## config.mk

```make
export PLATFORM = sky130hd
export DESIGN_NAME = pc_dma_bus_arbiter
export DESIGN_NICKNAME = d
export VERILOG_FILES = /design/src/rtl/pc_dma_bus_arbiter.sv
export SDC_FILE = /design/constraint.sdc
export NUM_CORES = 1
export LEC_CHECK = 0
export CAP_MARGIN = 5
export CORE_ASPECT_RATIO = 1.25
export CORE_MARGIN = 3
export CORE_UTILIZATION = 25
export DETAILED_ROUTE_END_ITERATION = 8
export DONT_BUFFER_PORTS = 1
export PLACE_DENSITY = 0.35
export SYNTH_ARGS = -nofsm -noshare
export SYNTH_HDL_FRONTEND = slang
export SYNTH_SLANG_ARGS = --single-unit
```

## constraint.sdc

```tcl
create_clock -name clk -period 2.9 [get_ports clk]
set_input_delay 0.58 -clock clk [delete_from_list [all_inputs] [get_ports clk]]
set_output_delay 0.58 -clock clk [all_outputs]
set_load 0.1 [all_outputs]
```

## src/rtl/pc_dma_bus_arbiter.sv

```systemverilog
// Bus ownership arbiter between the 8088 CPU and the 8237 DMA controller.
// Waits for a quiescent CPU bus, parks the CPU in wait states and hands the bus to DMA.
module pc_dma_bus_arbiter #(
    parameter int SYNC_CYCLES = 1,
    parameter int TURN_CYCLES = 1,
    parameter int MAX_HOLD    = 0
) (
    input  logic       clk,
    input  logic       reset_n,
    input  logic [2:0] s_n,
    input  logic       lock_n,
    input  logic       hrq,
    output logic       aen_n,
    output logic       hlda,
    output logic       cpu_ready,
    output logic       dma_owner,
    output logic       hold_timeout,
    output logic [7:0] grant_count,
    output logic [1:0] state_dbg
);

    localparam logic [1:0] ST_CPU   = 2'd0;
    localparam logic [1:0] ST_SYNC  = 2'd1;
    localparam logic [1:0] ST_GRANT = 2'd2;
    localparam logic [1:0] ST_TURN  = 2'd3;

    localparam logic [3:0]  SYNC_LAST = 4'(SYNC_CYCLES - 1);
    localparam logic [3:0]  TURN_LAST = 4'(TURN_CYCLES - 1);
    localparam logic [15:0] HOLD_LAST = 16'(MAX_HOLD - 1);
    localparam bit          HOLD_CHK  = (MAX_HOLD != 0);

    logic [1:0]  state;
    logic [3:0]  phase;
    logic [15:0] hold_cnt;
    logic [2:0]  s_n_d;
    logic        timeout_q;
    logic [7:0]  grant_cnt_q;
    logic        quiet;

    // A full passive clock must follow T4 before the bus can be taken away from the CPU.
    assign quiet = (s_n == 3'b111) && (s_n_d == 3'b111) && lock_n;

    // Handshake: hrq is a level request from the 8237; hlda acknowledges it only once
    // the bus is ours, and stays high until hrq is seen low, after which the bus
    // returns to the CPU through a TURN gap. A new hrq is honoured only from CPU.
    always_ff @(posedge clk or negedge reset_n) begin
        if (!reset_n) begin
            state       <= ST_CPU;
            phase       <= 4'd0;
            hold_cnt    <= 16'd0;
            s_n_d       <= 3'b111;
            timeout_q   <= 1'b0;
            grant_cnt_q <= 8'd0;
        end else begin
            s_n_d <= s_n;
            case (state)
                ST_CPU: begin
                    if (hrq && quiet) begin
                        state <= ST_SYNC;
                        phase <= 4'd0;
                    end
                end
                ST_SYNC: begin
                    if (s_n != 3'b111) begin
                        state <= ST_CPU;
                    end else if (!hrq) begin
                        state <= ST_TURN;
                        phase <= 4'd0;
                    end else if (phase == SYNC_LAST) begin
                        state    <= ST_GRANT;
                        hold_cnt <= 16'd0;
                    end else begin
                        phase <= phase + 4'd1;
                    end
                end
                ST_GRANT: begin
                    if (!hrq) begin
                        state       <= ST_TURN;
                        phase       <= 4'd0;
                        grant_cnt_q <= grant_cnt_q + 8'd1;
                    end else begin
                        if (hold_cnt != 16'hffff) begin
                            hold_cnt <= hold_cnt + 16'd1;
                        end
                        // Status only: the DMA keeps the bus even after the limit.
                        if (HOLD_CHK && (hold_cnt == HOLD_LAST)) begin
                            timeout_q <= 1'b1;
                        end
                    end
                end
                ST_TURN: begin
                    if (phase == TURN_LAST) begin
                        state <= ST_CPU;
                    end else begin
                        phase <= phase + 4'd1;
                    end
                end
                default: begin
                    state <= ST_CPU;
                end
            endcase
        end
    end

    // Outputs decode straight from the state register so aen_n and hlda move together.
    assign aen_n        = (state != ST_GRANT);
    assign hlda         = (state == ST_GRANT);
    assign dma_owner    = (state == ST_GRANT);
    assign cpu_ready    = (state == ST_CPU);
    assign hold_timeout = timeout_q;
    assign grant_count  = grant_cnt_q;
    assign state_dbg    = state;

endmodule

```

After elaboration in Yosys (flattened, before gate mapping)
Index checks and enable logic that the tools add are counted.

Register bits: 17. Input port bits: 7. Logic and storage cells: 40.

Add/sub/neg operators: 2. Equality and inequality tests: 12. Mux-type cells: 13. Bitwise gates (word level): 1. Reduce and logical (&&, ||, !) cells: 8.

Operators with widths (count): two-way mux 4 bit (5); case mux 4 bit (4 select lines) (1); two-way mux 2 bit (6); adder 8 x 1 -> 8 bit, second input constant (1); inequality test 2 bit, second input constant (4); case mux 2 bit (4 select lines) (1); equality test 3 bit, second input constant (2); adder 4 x 1 -> 4 bit, second input constant (1); equality test 2 bit, second input constant (2); zero test 4 bit (1); inequality test 4 bit, second input constant (1); AND reduction 4 bit (1); logical AND 1 bit (3); inequality test 3 bit, second input constant (1); AND reduction 3 bit (1); equality test 2 x 1 -> 1 bit, second input constant (1); zero test 2 bit (1); inequality test 2 x 1 -> 1 bit, second input constant (1); AND reduction 2 bit (1); inverter 1 bit (1).

Logic depth before layout (Yosys ltp)
Word-level depth: 6. Depth in mapped cells: 6.

Worst setup path before layout
No wires, ideal clock.

Kind: register to register. From: reg with a tool-made name. To: reg phase[0]. Setup time: 138 ps. Arrival time: 4116 ps. Data required time: 2762 ps. Path slack: -1354 ps. Cell stages (with the launch flop): 6. Buffers on the path: 1. Cell sequence: dfrtp_1 > buf_2 > nor2b_1 > inv_1 > o32ai_1 > a211oi_2.

RTL lines: end signal, assigned (RTL line 73) `phase <= phase + 4'd1;`; end signal, assigned (RTL line 95) `phase <= phase + 4'd1;`; end, declared (RTL line 33) `logic [3:0] phase;`.

Final worst setup path
From: reg state[0] (netlist: state_dbg[0]). To: out cpu_ready.

Longest elaborated chain between the ends: 1.

Ends and longest elaborated chain: start, declared (RTL line 32) `logic [1:0] state;`; start signal, assigned (RTL line 48) `state <= ST_CPU;`; start signal, assigned (RTL line 59) `state <= ST_SYNC;`; start signal, assigned (RTL line 65) `state <= ST_CPU;`; zero test 2 bit (RTL line 109) `assign cpu_ready = (state == ST_CPU);`; end, declared (RTL line 15) `output logic cpu_ready,`.

No other way between the ends.

==> results.toml <==
[outcome]
status = "finished, final reports clean"

[routing]
avgRoutedWirePerCell_um = 14.6
drc = 0
num_vias = 631
ant_nets = 0
first_iter_violations = 11
drt_wl_total_mm = 1.87
vias_per_cell = 4.93
drtPass1Iterations = 4

[yosys]
synth_warnings = 1
ys_seq_area_share_pct = 50.3
synth_top_area_share_pct = 41.1
ys_types = 36
netlist_area_um2 = 853
ys_async_sr_fraction_pct = 100
synth-seq-cells = 17
synth-edff-count = 0
synth_largest_area_cell = "dfrtp_1"
postSynthAreaPerCell_um2 = 10.7
synth_fp_nets = 90
syn-instance-count = 80
ys.flop_type = "dfrtp_1"
synth_area_leaders = "dfrtp_1 (41%), dfstp_2 (9.2%), xnor2_1 (5.1%), ha_1 (4.4%), a31oi_1 (2.9%)"

[placed_design]
gp_routability_congestion = 0.822
hpwl_mm = 1.44
portBuffers = 0

[global_route]
grt_pass1_wl_mm = 3.22
antenna_found_initial = 0
first_global_vias = 645
track_usage_pct = 10.2
grt_overflow = 0
grt_max_degree = 18

[timing]
fmax_mhz = 497
tightestPinTransition_ns = 0.953
rsz0062_at_grt = "false"
whs_ns = 0.0158
fin_skew_ns = 0.00126
finalSetupViolCount = 0
hold_viol_final = 0
fin_tns_setup_ns = 0
post-route-period-util_pct = 69.4
drv_slew = 0
fin_crit_ns = 2.01
slew-limit-headroom_pct = 36.5

[floorplanning]
io_pins = 22
core_mm2 = 0.00325
start_util_pct = 26.2
num_rows = 23
die_h_um = 71.3
fp.dieW_um = 58.3
dieArea_mm2 = 0.00415

[clocking]
clock-sinks = 17
cts_setup_buffers = 0
cts.clk_slew.worst_paths_ns = 0.06
cts_tree = "yes"
ctsLongestPathBuffers = 2
cts-hold-fix-buffers = 0
ctsResizeCount = 0
cts_root_buf = "clkbuf_8"
clk-insertion-delay-late_ns = 0.25
htree_levels = 1
cts_made_buffers = 3

[critical_path]
worst_ep_required_time_ns = 2.32
r2r_end = "phase[0]"
criticalPathCategory = "flip-flop to primary output"
path_common_cell = "buf_4"
start_kind = "flip-flop"
endpoint_kind = "primary output"
cp_slowest_cell = "dfrtp_1"
crit_chain = "buf_4 -> nor2_2 -> buf_4"
reg2regPathDepth = 5
critPathArrivalTime_ns = 1.43
r2r_slack_ns = 1.09
slowest_delay_ns = 0.44
crit_path_max_fanout = 6

[job]
maxCapViolCount = 0

[layout]
diodes = 0
nNetsFinal = 102
drive_gt1_share_pct = 26.4
area_growth_pct = 19.2

[min_path]
hold_class = "input port to async pin"
cell type report:
class                           count  area, µm²
Fill cell                         348       2230
Sequential cell                    17        430
Multi-Input combinational cell     56        399
Timing Repair Buffer               11       85.1
Tap cell                           37       46.3
Clock buffer                        4       45.0
Inverter                            3       11.3
Yosys cell counts (2+ instances only):
cell      n
dfrtp_1  14
nor2_1    6
xnor2_1   5
a31oi_1   4
nand2_1   4
dfstp_2   3
ha_1      3
inv_1     3
nand3_1   3
nand4_1   3
o21ai_0   3
a21oi_1   2
buf_4     2
nor2b_1   2
xor2_1    2
critical path, delay by kind of cell, from the launching register on:
kind	cells	cell delay [ns]
and+or+nand+nor	1	0.16
DFF	1	0.44
buffers and inverters	2	0.58
per-layer routing:
| metal | GRT usage, % | share of wire (%) |
|---|---|---|
| met4 | 6.19 | 2.7 |
| met5 | 0 | 0 |
| met2 | 14.9 | 47 |
| met1 | 13.4 | 47 |
| met3 | 2.70 | 3.3 |
per-stage QoR:
step	cell area, µm²	utilization (%)	instances	worst slack [ns]
final	1020	31.3	128	0.888
after global routing	1020	31.3	128	0.825
after CTS	1010	31.0	127	0.866
after detailed placement	962	29.6	123	1.09
after global placement	962	29.6	123	1.11
after floorplan	862	-	80	-0.0353
state kept, by name, indices dropped and copies added (netlist names), named ones only:
name and cells:
s_n_d 3, phase 4, grant_count 8, state_dbg 1
logic make-up after synthesis:
kind of cell,synth area share [%]
AO/OA/AOI/OAI,13.9
XOR/XNOR,7.18
adder cells (fa/ha/maj),4.40
buffers and inverters,4.10
flip-flops,50.3
multiplexers,1.32
other,0.439
AND/OR/NAND/NOR,18.3
how the worst max path moves through the flow:
stage	end	cells after the start	slack [ns]	from
after global routing	cpu_ready	3	0.82	state_dbg[0]
after floorplan	cpu_ready	2	-0.04	state_dbg[0]
after detailed placement	grant_count[7]	3	1.09	grant_count[1]
after global placement	grant_count[7]	3	1.11	grant_count[1]
final	cpu_ready	3	0.89	state_dbg[0]
after CTS	cpu_ready	3	0.87	state_dbg[0]
layout by cell type (no fill, tap or decap), types with 2 or more instances in the layout:
| master | netlist | layout |
|---|---|---|
| xor2_1 | 2 | 2 |
| nor2_1 | 6 | 5 |
| dfstp_2 | 3 | 3 |
| ha_1 | 3 | 3 |
| inv_1 | 3 | 3 |
| buf_4 | 2 | 10 |
| nand4_1 | 3 | 3 |
| a31oi_1 | 4 | 4 |
| a21oi_1 | 2 | 2 |
| o21ai_0 | 3 | 3 |
| nand2_1 | 4 | 4 |
| xnor2_1 | 5 | 5 |
| clkbuf_8 | 0 | 3 |
| dfrtp_1 | 14 | 13 |
| nand3_1 | 3 | 3 |
Power is left out: the tool's default activity adds up to more than one toggle a clock period on the data nets, which glitch-free logic cannot reach.
